===== src/rtl/alu_share_arbiter_if.sv =====
// Bundle between the execution units / ALU and the shared-ALU arbiter.
// Handshake: a requester holds req[i] high with stable operands until it sees resp_valid[i]
// (a one-cycle pulse) and then drops req[i] at that edge; grant[i] marks the cycle its operands drive the ALU.
interface alu_share_arbiter_if #(
  parameter int XLEN    = 32,
  parameter int NUM_REQ = 3,
  parameter int OP_W    = 3
);
  localparam int IDX_W = (NUM_REQ > 1) ? $clog2(NUM_REQ) : 1;

  logic [NUM_REQ-1:0]      req;
  logic [NUM_REQ*XLEN-1:0] req_a;
  logic [NUM_REQ*XLEN-1:0] req_b;
  logic [NUM_REQ*OP_W-1:0] req_op;
  logic [NUM_REQ-1:0]      grant;
  logic [NUM_REQ-1:0]      resp_valid;
  logic [XLEN-1:0]         resp_data;
  logic [XLEN-1:0]         alu_a;
  logic [XLEN-1:0]         alu_b;
  logic [OP_W-1:0]         alu_op;
  logic [XLEN-1:0]         alu_out;
  logic                    busy;
  logic [1:0]              dbg_state;
  logic [IDX_W-1:0]        dbg_last_owner;

  modport master (
    output req, req_a, req_b, req_op, alu_out,
    input  grant, resp_valid, resp_data, alu_a, alu_b, alu_op, busy, dbg_state, dbg_last_owner
  );

  modport slave (
    input  req, req_a, req_b, req_op, alu_out,
    output grant, resp_valid, resp_data, alu_a, alu_b, alu_op, busy, dbg_state, dbg_last_owner
  );
endinterface


===== src/rtl/alu_share_arbiter.sv =====
// Round-robin arbiter sharing one combinational ALU between NUM_REQ execution units.
// Each op takes EXEC (operands on the ALU) then RESP (result pulse); RESP may chain straight into the next EXEC.
module alu_share_arbiter #(
  parameter int XLEN    = 32,
  parameter int NUM_REQ = 3,
  parameter int OP_W    = 3
) (
  input  logic clk,
  input  logic reset,
  alu_share_arbiter_if.slave bus
);
  localparam int IDX_W = (NUM_REQ > 1) ? $clog2(NUM_REQ) : 1;

  typedef enum logic [1:0] {
    IDLE = 2'd0,
    EXEC = 2'd1,
    RESP = 2'd2
  } state_t;

  state_t             state_q, state_d;
  logic [IDX_W-1:0]   owner_q, owner_d;
  logic [IDX_W-1:0]   last_q, last_d;
  logic [NUM_REQ-1:0] grant_q, grant_d;
  logic [NUM_REQ-1:0] rv_q, rv_d;
  logic [XLEN-1:0]    rdata_q, rdata_d;
  logic [XLEN-1:0]    a_q, a_d;
  logic [XLEN-1:0]    b_q, b_d;
  logic [OP_W-1:0]    op_q, op_d;

  logic [NUM_REQ-1:0] elig;
  logic               win_found;
  logic [IDX_W-1:0]   win;

  function automatic logic [NUM_REQ-1:0] onehot(input logic [IDX_W-1:0] i);
    onehot = {{(NUM_REQ-1){1'b0}}, 1'b1} << i;
  endfunction

  // The owner just served is masked in RESP so it cannot win twice back to back.
  always_comb begin
    elig = '0;
    case (state_q)
      IDLE:    elig = bus.req;
      RESP:    elig = bus.req & ~onehot(owner_q);
      default: elig = '0;
    endcase
  end

  always_comb begin
    win_found = 1'b0;
    win       = '0;
    for (int k = 0; k < NUM_REQ; k++) begin
      if (!win_found && elig[IDX_W'((int'(last_q) + 1 + k) % NUM_REQ)]) begin
        win_found = 1'b1;
        win       = IDX_W'((int'(last_q) + 1 + k) % NUM_REQ);
      end
    end
  end

  always_comb begin
    state_d = state_q;
    owner_d = owner_q;
    last_d  = last_q;
    grant_d = '0;
    rv_d    = '0;
    rdata_d = rdata_q;
    a_d     = '0;
    b_d     = '0;
    op_d    = '0;
    case (state_q)
      IDLE, RESP: begin
        if (win_found) begin
          state_d = EXEC;
          owner_d = win;
          last_d  = win;
          grant_d = onehot(win);
          a_d     = bus.req_a[int'(win)*XLEN +: XLEN];
          b_d     = bus.req_b[int'(win)*XLEN +: XLEN];
          op_d    = bus.req_op[int'(win)*OP_W +: OP_W];
        end else begin
          state_d = IDLE;
        end
      end
      EXEC: begin
        rdata_d = bus.alu_out;
        rv_d    = onehot(owner_q);
        state_d = RESP;
      end
      default: state_d = IDLE;
    endcase
  end

  always_ff @(posedge clk) begin
    if (reset) begin
      state_q <= IDLE;
      owner_q <= '0;
      last_q  <= IDX_W'(NUM_REQ - 1);
      grant_q <= '0;
      rv_q    <= '0;
      rdata_q <= '0;
      a_q     <= '0;
      b_q     <= '0;
      op_q    <= '0;
    end else begin
      state_q <= state_d;
      owner_q <= owner_d;
      last_q  <= last_d;
      grant_q <= grant_d;
      rv_q    <= rv_d;
      rdata_q <= rdata_d;
      a_q     <= a_d;
      b_q     <= b_d;
      op_q    <= op_d;
    end
  end

  assign bus.grant          = grant_q;
  assign bus.resp_valid     = rv_q;
  assign bus.resp_data      = rdata_q;
  assign bus.alu_a          = a_q;
  assign bus.alu_b          = b_q;
  assign bus.alu_op         = op_q;
  assign bus.busy           = (state_q != IDLE);
  assign bus.dbg_state      = state_q;
  assign bus.dbg_last_owner = last_q;
endmodule


===== src/flat_wrapper.sv =====
// flat-port wrapper written by rule: the top's interface ports become plain ports
module alu_share_arbiter_flat 
#(
  parameter int XLEN    = 32,
  parameter int NUM_REQ = 3,
  parameter int OP_W    = 3
)
  (clk, reset, bus_req, bus_req_a, bus_req_b, bus_req_op, bus_alu_out, bus_grant, bus_resp_valid, bus_resp_data, bus_alu_a, bus_alu_b, bus_alu_op, bus_busy, bus_dbg_state, bus_dbg_last_owner);
  alu_share_arbiter_if #(.XLEN(XLEN), .NUM_REQ(NUM_REQ), .OP_W(OP_W)) bus_i ();
  input  logic clk;
  input  logic reset;
  input wire logic [$bits(bus_i.req)-1:0] bus_req;
  input wire logic [$bits(bus_i.req_a)-1:0] bus_req_a;
  input wire logic [$bits(bus_i.req_b)-1:0] bus_req_b;
  input wire logic [$bits(bus_i.req_op)-1:0] bus_req_op;
  input wire logic [$bits(bus_i.alu_out)-1:0] bus_alu_out;
  output wire logic [$bits(bus_i.grant)-1:0] bus_grant;
  output wire logic [$bits(bus_i.resp_valid)-1:0] bus_resp_valid;
  output wire logic [$bits(bus_i.resp_data)-1:0] bus_resp_data;
  output wire logic [$bits(bus_i.alu_a)-1:0] bus_alu_a;
  output wire logic [$bits(bus_i.alu_b)-1:0] bus_alu_b;
  output wire logic [$bits(bus_i.alu_op)-1:0] bus_alu_op;
  output wire logic [$bits(bus_i.busy)-1:0] bus_busy;
  output wire logic [$bits(bus_i.dbg_state)-1:0] bus_dbg_state;
  output wire logic [$bits(bus_i.dbg_last_owner)-1:0] bus_dbg_last_owner;
  assign bus_i.req = bus_req;
  assign bus_i.req_a = bus_req_a;
  assign bus_i.req_b = bus_req_b;
  assign bus_i.req_op = bus_req_op;
  assign bus_i.alu_out = bus_alu_out;
  assign bus_grant = bus_i.grant;
  assign bus_resp_valid = bus_i.resp_valid;
  assign bus_resp_data = bus_i.resp_data;
  assign bus_alu_a = bus_i.alu_a;
  assign bus_alu_b = bus_i.alu_b;
  assign bus_alu_op = bus_i.alu_op;
  assign bus_busy = bus_i.busy;
  assign bus_dbg_state = bus_i.dbg_state;
  assign bus_dbg_last_owner = bus_i.dbg_last_owner;
  alu_share_arbiter #(.XLEN(XLEN), .NUM_REQ(NUM_REQ), .OP_W(OP_W)) u_core (.clk(clk), .reset(reset), .bus(bus_i));
endmodule

===== config.mk =====
export PLATFORM = sky130hd
export DESIGN_NAME = alu_share_arbiter_flat
export DESIGN_NICKNAME = d
export VERILOG_FILES = /design/src/rtl/alu_share_arbiter_if.sv /design/src/rtl/alu_share_arbiter.sv /design/src/flat_wrapper.sv
export SDC_FILE = /design/constraint.sdc
export NUM_CORES = 1
export LEC_CHECK = 0
export ABC_AREA = 1
export BUFFER_PORTS_ARGS = -buffer_cell sky130_fd_sc_hd__buf_2
export CAP_MARGIN = 20
export CORE_AREA = 2 2 133 135
export CTS_CLUSTER_DIAMETER = 50
export CTS_CLUSTER_SIZE = 10
export DETAILED_ROUTE_END_ITERATION = 6
export DIE_AREA = 0 0 135 137
export HOLD_SLACK_MARGIN = 0.12
export SLEW_MARGIN = 10
export SYNTH_ARGS = -nofsm -noshare
export SYNTH_HDL_FRONTEND = slang
export SYNTH_SLANG_ARGS = --single-unit

===== constraint.sdc =====
create_clock -name clk -period 3 [get_ports clk]
set_input_delay 0.45 -clock clk [delete_from_list [all_inputs] [get_ports clk]]
set_output_delay 0.45 -clock clk [all_outputs]
set_load 0.01 [all_outputs]

==> results_dict.tcl, run 1 <==
set metrics [dict create \
    outcome "finished, final reports clean" \
    rr_worst_depth 14 \
    vias 6125 \
    grt_pass1_vias 5858 \
    die_w_microns 135 \
    cp.arrival_ps 2860 \
    ctsRootBufferMaster "clkbuf_16" \
    crit_path_top_delay_cell "dfxtp_1" \
    powerDensity_mw_per_mm2 987 \
    clkTransAtPathRegs_ps 80 \
    ant_nets 0 \
    route.met2.wl_microns 8980 \
    yosysTopAreaCellShare 0.417 \
    dp_hpwl_microns 14200 \
    worstPathCellList "inv_2, ha_1, inv_1, nand4_1, nand2_1, nand2_1, inv_1, nor2_1, nand2_1, nand2_2, nor2_4, buf_12, nand3_1, nand2_1" \
    antenna_found_initial 1 \
    min_period_ps 2550 \
    synth_cell_types 22 \
    setup_violations 0 \
    worstMarginPinSlew_ps 612 \
    track_usage 0.204 \
    syn_area_per_cell_sq_um 6.54 \
    pin_count 348 \
    drive_above_1_share 0.343 \
    crit_top_cell "nand2_1" \
    endpoint_kind "flop" \
    grt_max_degree 70 \
    core_sq_mm 0.0171 \
    wl_met1_microns 8030 \
    power_frac_clock 0.181 \
    cap_violations 0 \
    top_layer_used "met4" \
    max_slew_margin 0.592 \
    areaGrowthSynthToFinish_pct 42.7 \
    yosys-top-cells-area "dfxtp_1 (42%), nand3_1 (20%), nand2_1 (11%)" \
    grt_pass1_wl_microns 29600 \
    nFillCells 1817 \
    path_class "reg2reg" \
    routedWlPerCell_microns 14.3 \
    fp-row-count 48 \
    required_ps 3310 \
    skew_ps 8.82 \
    min-delay-path-class "in2reg" \
    syn_inst 808 \
    cp-start-kind "flop" \
    tns_ps 0 \
    yosys.area.top_type "dfxtp_1" \
    route.detailed.drc 0 \
    vdd_drop_max_mv 0.548 \
    synth_flop_cell "dfxtp_1" \
    synth_edf_count 0 \
    synth_xor_area_frac 0 \
    drtIter0Drc 368 \
    crit_path_max_incr_delay_ps 440 \
    fmax_mhz 391 \
    ff2ff_setup_slack_ps 450 \
    hold_end "u_core.bus.dbg_state[1]" \
    synth_top_family_by_area "simple AND/OR/NAND/NOR gates" \
    yosys.area_share.simple 0.381 \
    wl_met3_microns 1680 \
    multiInputGateArea_sq_mm 0.00224 \
    cts_sinks 110 \
    port_buffers 347 \
    die_h_microns 137 \
    layout.area.seq_sq_mm 0.00220 \
    crit_family "simple AND/OR/NAND/NOR gates" \
    wl_microns 19400 \
    drv_slew 0 \
    htree_levels 3 \
    cp_max_fo 38 \
    routed_via_density 4.51 \
    period_share 0.851 \
    critPathBufInv 4 \
    p_comb_frac 0.531 \
    tritoncts "built" \
    ys_seq_area_frac 0.417 \
    switching_share 0.455 \
    async_reset_ff_frac 0 \
    fin_nets 1367 \
    r2r-start "u_core.bus.dbg_last_owner[0]" \
    p_int_w 0.00405 \
    hold_start "reset" \
    cts_setup_buffers 0 \
    pwr-share-seq 0.288 \
    synth_compound_area_frac 0.0362 \
    fin_util 0.442 \
    cts.repair.resized 0 \
    switching_power_w 0.00338 \
    synth_adder_area_share 0.00474 \
    yosysWarnings 0 \
    synthMuxAreaShare 0 \
    place_congestion 0.861 \
    overflow 0 \
    power.leakage_nw 4.61 \
    final_hold_viol_count 0 \
    insertion_delay_ps 360 \
    syn_area_sq_mm 0.00528 \
    rsz0062_at_grt "no" \
    min_path_cells 2 \
    drt_first_pass_iters 5 \
    ys_ff_latch 110 \
    die_area_sq_mm 0.0185 \
    cts_made_buffers 9 \
    cts.path.max_buffers 2 \
    initial_utilization 0.310 \
    syn-num-nets 1048 \
    r2r-end "u_core.bus.alu_b[8]" \
    cts_hold_buf 0 \
]
layout make-up:
class	count	area share
multi-input combinational	493	0.297
sequential	110	0.292
timing repair buffer	360	0.253
inverter	153	0.0762
tap	225	0.0374
clock buffer	9	0.0299
clock inverter	7	0.0136
antenna	1	0.000332
stage by stage:
| stage | cell area [sq um] | std cells | setup WS, ps | total power, W | hold slack, ps |
|---|---|---|---|---|---|
| finish | 7530 | 1358 | 446 | 0.00744 | 281 |
| floorplan | 5280 | 808 | 926 | 0.00478 | 487 |
| detailed placement | 7200 | 1341 | 455 | 0.00613 | 492 |
| global placement | 7200 | 1341 | 519 | 0.00612 | 491 |
| CTS | 7530 | 1357 | 438 | 0.00751 | 260 |
| global route | 7530 | 1357 | 158 | 0.00805 | 276 |
power groups by stage:
stage	Sequential, W	Clock [W]	Combinational [W]
after floorplan	0.00239	0	0.00239
after global placement	0.00216	0	0.00395
after detailed placement	0.00216	0	0.00397
after CTS	0.00214	0.00139	0.00398
after global routing	0.00219	0.00143	0.00443
final	0.00214	0.00134	0.00395
logic make-up after synthesis:
| group | after synthesis |
|---|---|
| AND/OR/NAND/NOR | 454 |
| buffers and inverters | 205 |
| flip-flops | 110 |
| adder cells (fa/ha/maj) | 2 |
| AO/OA/AOI/OAI | 37 |
cells in the mapped netlist (all sizes together) (2+ instances only):
master / n
inv: 153
ha: 2
o21ai: 34
clkbuf: 14
buf: 38
nor3: 4
nand2: 155
a21oi: 2
nor2: 78
nand4: 3
dfxtp: 110
nand3: 213
worst max-delay path by stage:
stage	slack, ps	cells after the start	end	from
floorplan	930	12	u_core.bus.alu_a[0]	u_core.bus.dbg_last_owner[0]
global placement	520	12	u_core.bus.alu_b[23]	u_core.bus.dbg_last_owner[0]
detailed placement	460	12	u_core.bus.alu_a[0]	u_core.bus.dbg_last_owner[0]
CTS	440	14	u_core.bus.alu_b[8]	u_core.bus.dbg_last_owner[0]
global route	160	14	u_core.bus.alu_b[1]	u_core.bus.dbg_last_owner[0]
finish	450	14	u_core.bus.alu_b[8]	u_core.bus.dbg_last_owner[0]
state kept, by name, indices dropped and copies added (netlist names), 2 cells and up:
name                       count
u_core.bus.resp_data          32
u_core.bus.dbg_state           2
u_core.bus.alu_op              3
u_core.bus.alu_a              32
u_core.bus.grant               3
u_core.bus.dbg_last_owner      2
u_core.bus.resp_valid          3
u_core.bus.alu_b              32
metal layers:
metal / vias up / GRT usage
met5: - / 0
met4: 0 / 0.110
met3: 41 / 0.0578
met2: 274 / 0.335
met1: 2672 / 0.242
li1: 3138 / -
layout by cell type (no fill, tap or decap), types with 3 or more instances in the layout:
master	count
buf_2	347
nand3_1	211
nand2_1	152
inv_1	150
dfxtp_1	110
nor2_1	76
o21ai_0	34
clkbuf_16	9
buf_4	7
buf_12	6
nor3_1	4
inv_2	3
nand4_1	3
nand2_2	3
inv_6	3
No activity file was read; power rests on OpenSTA's default activity.
==> run 2, diff against run 1 <==
Settings changed: ABC_AREA 1 to 0, CELL_PAD_IN_SITES_DETAIL_PLACEMENT set to 0, CELL_PAD_IN_SITES_GLOBAL_PLACEMENT set to 1, CORE_AREA 2 2 133 135 to 2 2 134 136, DIE_AREA 0 0 135 137 to 0 0 136 138, PLACE_DENSITY_LB_ADDON set to 0.1.
==> run 2 against run 1 <==
Register-to-register slack got worse by 98 ps. Critical path type unchanged. Critical endpoint is now u_core.bus.alu_b[7]. Global-route usage decreased by 3.1 points. First-iteration DRC count shrank 64%. Largest cell class is now sequential cells. Utilization is 4.8 points lower. Hold slack gained 52 ps. Largest power group unchanged. Critical path depth down 6. Routed wire length shrank 14%. Via count shrank 22%.
==> results_dict.tcl, run 2 <==
set metrics [dict create \
    synth_top_family_by_area "compound AO/OA/AOI/OAI gates" \
    route.detailed.drc 0 \
    layout_commonest_cell "buf_2" \
    synthMuxAreaShare 0.146 \
    synth_flop_cell "dfxtp_1" \
    min-delay-path-class "in2reg" \
    drtIter0Drc 134 \
    drt_first_pass_iters 4 \
    yosysTopAreaCellShare 0.479 \
    initial_utilization 0.262 \
    grt_max_degree 78 \
    grt_pass1_vias 4842 \
    synth_adder_area_share 0.00544 \
    fp-row-count 49 \
    htree_levels 3 \
    worstPathCellList "inv_1, ha_1, nand3_1, a21bo_1, or4b_4, buf_12, mux2i_1, a211oi_1" \
    crit_path_top_delay_cell "or4b_4" \
    syn_area_per_cell_sq_um 9.21 \
    vdd_drop_max_mv 0.398 \
    syn_inst 499 \
    dp_cells 1039 \
    path_class "reg2reg" \
    vias 4756 \
    routed_via_density 4.50 \
    wl_microns 16600 \
    overflow 0 \
    wl_met1_microns 6360 \
    switching_power_w 0.00266 \
    stdcell_count 1058 \
    ys_ff_latch 110 \
    min_period_ps 2650 \
    final_hold_viol_count 0 \
    yosys.area_share.simple 0.149 \
    cts.repair.resized 0 \
    p_comb_frac 0.474 \
    areaGrowthSynthToFinish_pct 50.3 \
    synth_most_common_cell "dfxtp_1" \
    cts_made_buffers 9 \
    yosys.area.top_type "dfxtp_1" \
    ff2ff_setup_slack_ps 350 \
    setup_violations 0 \
    cts_setup_buffers 0 \
    power.leakage_nw 3.73 \
    fmax_mhz 377 \
    cts.path.max_buffers 2 \
    endpoint_kind "flop" \
    switching_share 0.391 \
    die_w_microns 136 \
    critPathBufInv 2 \
    grt_pass1_wl_microns 25200 \
    ctsRootBufferMaster "clkbuf_16" \
    synthTopCellsByCount "dfxtp_1 (110), nor2_1 (72), mux2i_1 (67), nand2_1 (65), a211oi_1 (59)" \
    async_reset_ff_frac 0 \
    pin_count 348 \
    powerDensity_mw_per_mm2 986 \
    routedWlPerCell_microns 15.7 \
    cts_sinks 110 \
    clkTransAtPathRegs_ps 80 \
    track_usage 0.173 \
    synth_xor_area_frac 0 \
    hold_slack_ps 333 \
    syn-num-nets 739 \
    cp_max_fo 35 \
    outcome "finished, final reports clean" \
    die_h_microns 138 \
    rsz0062_at_grt "no" \
    synth_cell_types 39 \
    synth_edf_count 0 \
    die_area_sq_mm 0.0188 \
    antenna_found_initial 3 \
    place_congestion 0.820 \
    ys_seq_area_frac 0.479 \
    drive_above_1_share 0.472 \
    drv_slew 0 \
    pwr-share-seq 0.327 \
    skew_ps 14.8 \
    crit_family "simple AND/OR/NAND/NOR gates" \
    cp-start-kind "flop" \
    required_ps 3260 \
    port_buffers 347 \
    core_sq_mm 0.0175 \
    max_slew_margin 0.618 \
    fin_nets 1061 \
    yosysWarnings 0 \
    cts_hold_buf 0 \
    tns_ps 0 \
    yosys-top-cells-area "dfxtp_1 (48%), mux2i_1 (15%), a211oi_1 (9.6%)" \
    crit_path_max_incr_delay_ps 550 \
    wl_met3_microns 1460 \
    insertion_delay_ps 360 \
    worstMarginPinSlew_ps 573 \
    layout_common_cells "buf_2 (347), dfxtp_1 (110), nor2_1 (72)" \
    dp_hpwl_microns 12800 \
    cp.arrival_ps 2920 \
    route.met2.wl_microns 8370 \
    synth_compound_area_frac 0.172 \
    nFillCells 1853 \
    ant_nets 0 \
    p_int_w 0.00415 \
    syn_area_sq_mm 0.00460 \
    period_share 0.884 \
    finalPower_w 0.00681 \
    power_frac_clock 0.199 \
    top_layer_used "met4" \
    tritoncts "built" \
    cap_violations 0 \
]
[run 2: worst min-delay path, delay by kind of cell]
kind	cells	cell delay [ps]
buffers and inverters	1	90
AO/OA/AOI/OAI	1	50
AND/OR/NAND/NOR	1	40
[run 2: cells by family (layout without fill, tap and decap cells)]
| group | Yosys count | in the layout |
|---|---|---|
| and+or+nand+nor | 161 | 161 |
| DFF | 110 | 110 |
| AOI/OAI and AO/OA | 109 | 109 |
| muxes | 67 | 67 |
| buffers and inverters | 50 | 377 |
| adders and majority gates | 2 | 2 |
| other | 0 | 3 |
[run 2: final timing paths]
check,startpoint,to,cells past startpoint
setup reg to reg,u_core.bus.dbg_last_owner[0],u_core.bus.alu_b[7],8
hold / removal,bus_alu_out[18],u_core.bus.resp_data[18],3
setup / recovery,u_core.bus.dbg_last_owner[0],u_core.bus.alu_b[7],8
hold reg to reg,u_core.bus.resp_data[0],u_core.bus.resp_data[0],2
[run 2: layout make-up]
class                      count  area [sq um]  share of cell area
sequential                   110          2200               0.319
antenna                        3          7.51             0.00109
inverter                       5          18.8             0.00272
tap                          229           287              0.0415
timing repair buffer         356          1850               0.268
multi-input combinational    339          2200               0.318
clock inverter                 4          77.6              0.0112
clock buffer                  12           267              0.0386
[run 2: stage by stage]
step / worst slack [ps] / utilization / area [sq um]
floorplan: 524 / - / 4600
global placement: 440 / 0.374 / 6560
detailed placement: 365 / 0.374 / 6560
global route: 146 / 0.394 / 6910
CTS: 342 / 0.394 / 6900
finish: 347 / 0.394 / 6910
[run 2: routing by layer]
| metal | global-route usage | vias up |
|---|---|---|
| met3 | 0.0532 | 27 |
| met2 | 0.301 | 201 |
| met4 | 0.0811 | 0 |
| li1 | - | 2390 |
| met1 | 0.190 | 2138 |
| met5 | 0 | - |
[run 2: power groups by stage]
| stage | clock network [W] | registers (W) | logic, W |
|---|---|---|---|
| final | 0.00135 | 0.00223 | 0.00323 |
| after floorplan | 0 | 0.00253 | 0.00178 |
| after CTS | 0.00141 | 0.00224 | 0.00329 |
| after detailed placement | 0 | 0.00226 | 0.00329 |
| after global routing | 0.00146 | 0.00230 | 0.00355 |
| after global placement | 0 | 0.00225 | 0.00325 |
==> run 3, diff against run 2 <==
Settings changed: CORE_AREA 2 2 134 136 to not set, CORE_ASPECT_RATIO set to 1.75, CORE_UTILIZATION set to 25, DIE_AREA 0 0 136 138 to not set.
Clock period 3 ns to 2.4 ns, I/O delays scaled along.
==> run 3 against run 2 <==
Sequential share of layout area down 2.3 points. First-iteration DRC count rose by 16%. Highest routed layer unchanged. Critical path type unchanged. Final area up 8.1%. Combinational power is 65% higher. Clock power is 4% higher. Total power grew 40%. Hold slack lost 83 ps. Routed wire length increased by 16%. Utilization is 2.0 points higher. Maximum frequency up 14%. Die area grew 1.0%. Final cell count is 3.7% higher.
==> results_dict.tcl, run 3 (synthesis gave the netlist of run 2 again) <==
set metrics [dict create \
    period_share 0.967 \
    worstPathCellList "inv_2, ha_4, and3b_1, a21bo_4, or4b_4, clkbuf_16, mux2i_1, a211oi_1" \
    skew_ps 14.5 \
    initial_utilization 0.255 \
    place_congestion 0.863 \
    layout.area.seq_sq_mm 0.00221 \
    fp-row-count 65 \
    fmax_mhz 431 \
    overflow 0 \
    cts_made_buffers 9 \
    vias 5099 \
    critPathBufInv 2 \
    htree_levels 3 \
    wl_microns 19300 \
    max_slew_margin 0.628 \
    die_h_microns 181 \
    fin_nets 1096 \
    endpoint_kind "flop" \
    drt_first_pass_iters 4 \
    routed_via_density 4.65 \
    ant_nets 0 \
    required_ps 2660 \
    outcome "finished, final reports clean" \
    cap_violations 0 \
    fin_util 0.414 \
    insertion_delay_ps 350 \
    grt_pass1_wl_microns 26300 \
    areaGrowthSynthToFinish_pct 62.4 \
    cts_sinks 110 \
    die_area_sq_mm 0.0190 \
    pin_count 348 \
    track_usage 0.179 \
    setup_violations 0 \
    drive_above_1_share 0.514 \
    vdd_drop_max_mv 0.569 \
    grt_max_degree 71 \
    hold_slack_ps 250 \
    cp_max_fo 8 \
    powerDensity_mw_per_mm2 1270 \
    crit_family "simple AND/OR/NAND/NOR gates" \
    rsz0062_at_grt "no" \
    cp-start-kind "flop" \
    die_w_microns 105 \
    min-delay-path-class "in2reg" \
    layout_common_cells "buf_2 (347), dfxtp_1 (107), nor2_1 (72)" \
    multiInputGateArea_sq_mm 0.00233 \
    drtIter0Drc 155 \
    core_sq_mm 0.0181 \
    power.leakage_nw 3.97 \
    ctsRootBufferMaster "clkbuf_16" \
    cts.path.max_buffers 2 \
    finalPower_w 0.00952 \
    clkTransAtPathRegs_ps 80 \
    grt_pass1_vias 4933 \
    antenna_found_initial 3 \
    routedWlPerCell_microns 17.6 \
    final_hold_viol_count 0 \
    path_class "reg2reg" \
    nFillCells 1904 \
    crit_path_top_delay_cell "or4b_4" \
    drv_slew 0 \
    port_buffers 347 \
    tritoncts "built" \
    route.detailed.drc 0 \
    min_period_ps 2320 \
    layout_commonest_cell "buf_2" \
    cp.arrival_ps 2580 \
    cts_hold_buf 0 \
    dp_hpwl_microns 13600 \
    worstMarginPinSlew_ps 558 \
    crit_path_max_incr_delay_ps 650 \
]
## run 3: cell count changes in the layout (fill, tap and decap cells not counted), sizes merged
cell and change:
bufinv -2, inv +1, clkbuf +7, clkinvlp +2, buf +25, clkinv -1, or4b +2
## run 3: tightest hold or removal path, cell delays in order
cell and delay [ps]:
buf_2 90, nand2_1 40, a21oi_1 50
## run 3: path summary, 6_finish.rpt
path / from / endpoint / slack (ps) / cells past startpoint
min reg2reg: u_core.bus.resp_data[12] / u_core.bus.resp_data[12] / 450 / 2
max reg2reg: u_core.bus.dbg_last_owner[1] / u_core.bus.alu_a[27] / 80 / 8
max: u_core.bus.dbg_last_owner[1] / u_core.bus.alu_a[27] / 80 / 8
min: bus_alu_out[25] / u_core.bus.resp_data[25] / 250 / 3
## run 3: area by class of cell
type / count / area share
multi-input cells: 341 / 0.312
clock inverters: 4 / 0.00436
flip-flops and latches: 110 / 0.296
inverters: 5 / 0.00251
repair buffers: 389 / 0.314
well taps: 234 / 0.0392
diodes: 3 / 0.00101
clock buffers: 11 / 0.0312
## run 3: layer usage
metal	global-route usage	routed length (microns)	vias up
met5	0	0	-
met1	0.184	6990	2355
met3	0.0499	1310	24
met2	0.342	10500	253
li1	-	-	2467
met4	0.0589	506	0
## run 3: power by group
part / internal, W / switching (W) / leakage [nW]
logic: 0.00245 / 0.00287 / 2.94
clock network: 0.000707 / 0.000692 / 0.122
registers: 0.00254 / 0.000252 / 0.905
## run 3: through the flow
stage,cell area (sq um),setup WS [ps],TNS [ps],std cells
floorplan,4600,0.376,0,499
global placement,6720,41.5,0,1057
detailed placement,6720,-18.1,-116,1057
CTS,6990,-26.6,-197,1073
global route,7470,3.40,0,1097
finish,7470,78.8,0,1097
## run 3: what timing repair did
action / in CTS / in global routing
setup buffers: 1 / 8
endpoints found under the setup margin: 40 / 68
gates cloned: 0 / 13
resized for setup: 0 / 32
pin swaps: 1 / 20
